$ cat src/rtl/half_adder_pkg.sv
// rtl/half_adder_pkg.sv - shared FSM states, vector count and golden response for the half-adder BIST
package half_adder_pkg;

    typedef logic [1:0] state_t;

    localparam state_t ST_IDLE   = 2'd0;
    localparam state_t ST_RUN    = 2'd1;
    localparam state_t ST_FINISH = 2'd2;

    localparam int NUM_VECTORS = 4;

    // Returns {sum, carry} for the vector {a, b}.
    function automatic logic [1:0] ha_golden(input logic [1:0] vec);
        return {vec[1] ^ vec[0], vec[1] & vec[0]};
    endfunction

endpackage

$ cat src/rtl/half_adder_ref.sv
// rtl/half_adder_ref.sv - combinational golden half adder used as the expected response
module half_adder_ref
    import half_adder_pkg::*;
(
    input  logic a_i,
    input  logic b_i,
    output logic sum_o,
    output logic carry_o
);

    assign {sum_o, carry_o} = ha_golden({a_i, b_i});

endmodule

$ cat src/rtl/half_adder_bist.sv
// rtl/half_adder_bist.sv - vector sequencer and response checker for an external half adder
module half_adder_bist
    import half_adder_pkg::*;
#(
    parameter int SETTLE = 1,
    parameter int PASSES = 2,
    parameter int ERR_W  = 8
) (
    input  logic             clk,
    input  logic             rst,
    input  logic             start,
    output logic             dut_a,
    output logic             dut_b,
    input  logic             dut_sum,
    input  logic             dut_carry,
    output logic             busy,
    output logic             done,
    output logic             pass,
    output logic [ERR_W-1:0] err_count,
    output logic [1:0]       first_fail_vec,
    output logic             first_fail_valid
);

    localparam int SC_W = (SETTLE > 1) ? $clog2(SETTLE) : 1;
    localparam int PC_W = (PASSES > 1) ? $clog2(PASSES) : 1;
    localparam logic [SC_W-1:0] SETTLE_LAST = SC_W'(SETTLE - 1);
    localparam logic [PC_W-1:0] PASS_LAST   = PC_W'(PASSES - 1);
    localparam logic [1:0]      VEC_LAST    = 2'(NUM_VECTORS - 1);

    state_t           state_q, state_d;
    logic [SC_W-1:0]  settle_q, settle_d;
    logic [1:0]       vec_q, vec_d;
    logic [PC_W-1:0]  pcnt_q, pcnt_d;
    logic             pass_q, pass_d;
    logic [ERR_W-1:0] err_q, err_d;
    logic [1:0]       ffv_q, ffv_d;
    logic             ffvalid_q, ffvalid_d;

    logic ref_sum, ref_carry;
    logic compare, mismatch, last_cmp;

    half_adder_ref u_ref (
        .a_i     (vec_q[1]),
        .b_i     (vec_q[0]),
        .sum_o   (ref_sum),
        .carry_o (ref_carry)
    );

    assign compare  = (state_q == ST_RUN) && (settle_q == SETTLE_LAST);
    assign mismatch = compare && ((dut_sum != ref_sum) || (dut_carry != ref_carry));
    assign last_cmp = compare && (vec_q == VEC_LAST) && (pcnt_q == PASS_LAST);

    always_comb begin
        state_d   = state_q;
        settle_d  = settle_q;
        vec_d     = vec_q;
        pcnt_d    = pcnt_q;
        pass_d    = pass_q;
        err_d     = err_q;
        ffv_d     = ffv_q;
        ffvalid_d = ffvalid_q;
        case (state_q)
            ST_IDLE: begin
                if (start) begin
                    state_d   = ST_RUN;
                    settle_d  = '0;
                    vec_d     = '0;
                    pcnt_d    = '0;
                    pass_d    = 1'b0;
                    err_d     = '0;
                    ffv_d     = '0;
                    ffvalid_d = 1'b0;
                end
            end
            ST_RUN: begin
                if (compare) begin
                    settle_d = '0;
                    vec_d    = vec_q + 2'd1;
                    if (vec_q == VEC_LAST) begin
                        pcnt_d = pcnt_q + 1'b1;
                    end
                end else begin
                    settle_d = settle_q + 1'b1;
                end
                if (mismatch) begin
                    if (err_q != '1) begin
                        err_d = err_q + 1'b1;
                    end
                    if (!ffvalid_q) begin
                        ffv_d     = vec_q;
                        ffvalid_d = 1'b1;
                    end
                end
                // The final compare's own result must count toward the verdict.
                if (last_cmp) begin
                    state_d = ST_FINISH;
                    pass_d  = !(ffvalid_q || mismatch);
                end
            end
            ST_FINISH: state_d = ST_IDLE;
            default:   state_d = ST_IDLE;
        endcase
    end

    always_ff @(posedge clk or posedge rst) begin
        if (rst) begin
            state_q   <= ST_IDLE;
            settle_q  <= '0;
            vec_q     <= '0;
            pcnt_q    <= '0;
            pass_q    <= 1'b0;
            err_q     <= '0;
            ffv_q     <= '0;
            ffvalid_q <= 1'b0;
        end else begin
            state_q   <= state_d;
            settle_q  <= settle_d;
            vec_q     <= vec_d;
            pcnt_q    <= pcnt_d;
            pass_q    <= pass_d;
            err_q     <= err_d;
            ffv_q     <= ffv_d;
            ffvalid_q <= ffvalid_d;
        end
    end

    assign busy             = (state_q == ST_RUN);
    assign done             = (state_q == ST_FINISH);
    assign {dut_a, dut_b}   = busy ? vec_q : 2'b00;
    assign pass             = pass_q;
    assign err_count        = err_q;
    assign first_fail_vec   = ffv_q;
    assign first_fail_valid = ffvalid_q;

endmodule
$ cat config.mk
export PLATFORM = sky130hd
export DESIGN_NAME = half_adder_bist
export DESIGN_NICKNAME = d
export VERILOG_FILES = /design/src/rtl/half_adder_pkg.sv /design/src/rtl/half_adder_ref.sv /design/src/rtl/half_adder_bist.sv
export SDC_FILE = /design/constraint.sdc
export NUM_CORES = 1
export LEC_CHECK = 0
export BUFFER_PORTS_ARGS = -buffer_cell sky130_fd_sc_hd__buf_2
export CORE_ASPECT_RATIO = 0.9
export CORE_MARGIN = 8
export CORE_UTILIZATION = 53
export CTS_CLUSTER_DIAMETER = 60
export DETAILED_ROUTE_END_ITERATION = 6
export PLACE_DENSITY_LB_ADDON = 0.15
export SYNTH_ARGS = -nofsm -noshare
export SYNTH_HDL_FRONTEND = slang
export SYNTH_SLANG_ARGS = --single-unit
$ cat constraint.sdc
create_clock -name clk -period 2.2 [get_ports clk]
set_input_delay 0.22 -clock clk [delete_from_list [all_inputs] [get_ports clk]]
set_output_delay 0.22 -clock clk [all_outputs]
set_load 0.05 [all_outputs]
==> flow_summary.yaml <==
cts:
  clock_latency_ns: 0.29
  clk_pin_slew_ns: 0.11
  post_cts_resized: 0
  postCtsSetupBuffers: 0
  cts_tree: "built"
  clock_path_buffers: 2
  cts-root-buf: "clkbuf_4"
  clock-sinks: 18
  cts_buffers: 3
  ctsHoldBuffers: 0
  htree_levels: 1
final_layout:
  n_fill_cell: 169
  area_growth_pct: 14.8
  layout_commonest_cell: "buf_2"
  final_cell_mix: "buf_2 (20), dfrtp_1 (18), nand2_1 (8), nor2_1 (5)"
  antenna_cells: 0
  drive_gt1_frac: 0.312
  layout.nets: 133
placed_design:
  pre_cts_ws_ns: 0.304
  place.gp.congestion: 0.857
  hpwlAfterDp_um: 1730
  io_buffers: 20
timing:
  rsz0062_at_grt: "false"
  setup_viol: 0
  tightest_slew_ns: 0.702
  finalSetupTns_ns: 0
  finalHoldViolations: 0
  finalCritPeriodShare: 0.927
  max_slew_margin: 0.531
  fin_ws_ns: 0.160
  worst_clock_skew_ns: 0.00468
  final.min_clock_period_ns: 2.04
  fmax_ghz: 0.490
  drv_slew: 0
floorplanning:
  io-pin-count: 21
  core_mm2: 0.00190
  dieArea_mm2: 0.00368
  die_w_um: 63.0
  die_height_um: 58.3
  initial_core_util: 0.556
  rows: 15
logic_synthesis:
  ys_ff_latch: 18
  synth_ff_type: "dfrtp_1"
  postSynthCellCount: 103
  yosysUniqueCellTypes: 42
  syn_area_mm2: 0.00105
  syn_area_per_cell_um2: 10.2
  synth_enable_flop_cells: 0
  yosysWarnings: 0
  syn_nets: 110
  synth.largest_area_cell: "dfrtp_1"
  synth_area_leaders: "dfrtp_1 (43%), mux2_2 (4.3%), a22o_1 (3.3%)"
  yosysTopAreaCellShare: 0.427
  async_flop_share: 1.00
  ys_seq_area_frac: 0.427
global_routing:
  grt_start_max_net_pins: 20
  grt_pass1_vias: 910
  grt_usage: 0.135
  overflow: 0
  antenna_found_initial: 0
  grt_pass1_wl_um: 4110
min_path:
  holdCritPathClass: "input port to asynchronous set/reset pin"
drt:
  vias: 894
  drt_iter0_markers: 18
  firstDrtPassIters: 4
  avgViaCountPerCell: 5.96
  wl_per_cell_um: 15.7
  drc: 0
  routed_wl_um: 2350
  route.antenna.remaining_nets: 0
setup_path:
  path_max_fanout: 19
  critPathLaunchType: "register"
  end_kind: "output port"
  cp.arrival_ns: 1.82
  crit_type: "register to output port"
  worstPathRequired_ns: 1.98
  rr_worst_depth: 5
  reg2reg_slack_ns: 0.29
run:
  cap_violations: 0
run_status:
  status: "complete, no violations"
==> cells by family (layout without fill, tap and decap cells) <==
family	count (synthesis)	after routing	share of synthesized area
and+or+nand+nor	36	36	0.191
AOI/OAI and AO/OA	33	33	0.260
DFF	18	18	0.427
buffers and inverters	8	30	0.0391
muxes	4	4	0.0427
adders and majority gates	2	2	0.0237
xor gates and xnor gates	2	2	0.0166
==> path summary, 6_finish.rpt <==
path | start | to
max | state_q[1] | dut_a
min | rst | first_fail_valid
max reg2reg | vec_q[0] | err_count[4]
min reg2reg | pass | pass
max in group asynchronous | rst | err_count[0]
min in group clk | start | state_q[0]
==> state kept, by name (all words and copies together), names as in the netlist <==
register          flops
settle_q              1
first_fail_valid      1
pcnt_q                1
pass                  1
vec_q                 2
state_q               2
err_count             8
first_fail_vec        2
==> cell type report <==
cell class	count	area, um2	area share
sequential	18	450	0.372
clock buffer	4	36.3	0.0300
tap	25	31.3	0.0258
inverter	4	15.0	0.0124
multi-input combinational	77	563	0.465
timing repair buffer	22	115	0.0950
==> synthesized netlist by cell type, drive strengths merged, types with 3 or more instances <==
cell type and count:
nand3 5, mux2 4, a31oi 3, nor2b 3
dfrtp 18, a21oi 4, nand2 8, and2 3
o31ai 3, inv 4, o211ai 4, buf 4
a22o 4, o21ai 5, nor2 5
==> stage by stage <==
step,hold slack (ns),instances,utilization,instance area [um2]
finish,0.0221,150,0.639,1210
global placement,0.356,146,0.620,1170
CTS,0.0414,150,0.639,1210
global route,0.0771,150,0.639,1210
detailed placement,0.373,146,0.620,1170
floorplan,0.159,103,-,1050
==> critical path, cell delays in order, from the launching register on <==
cell and delay (ns):
dfrtp_1 0.45, nand2b_1 0.28, inv_2 0.30, and2_1 0.22, buf_2 0.28
==> layer usage <==
metal	vias to the layer above	share of wire	track usage
li1	441	-	-
met1	420	0.50	0.179
met2	27	0.43	0.197
met3	6	0.052	0.0341
met4	0	0.017	0.0714
met5	-	0	0
Power is left out: the tool's default activity adds up to more than one toggle a clock period on the data nets, which glitch-free logic cannot reach.
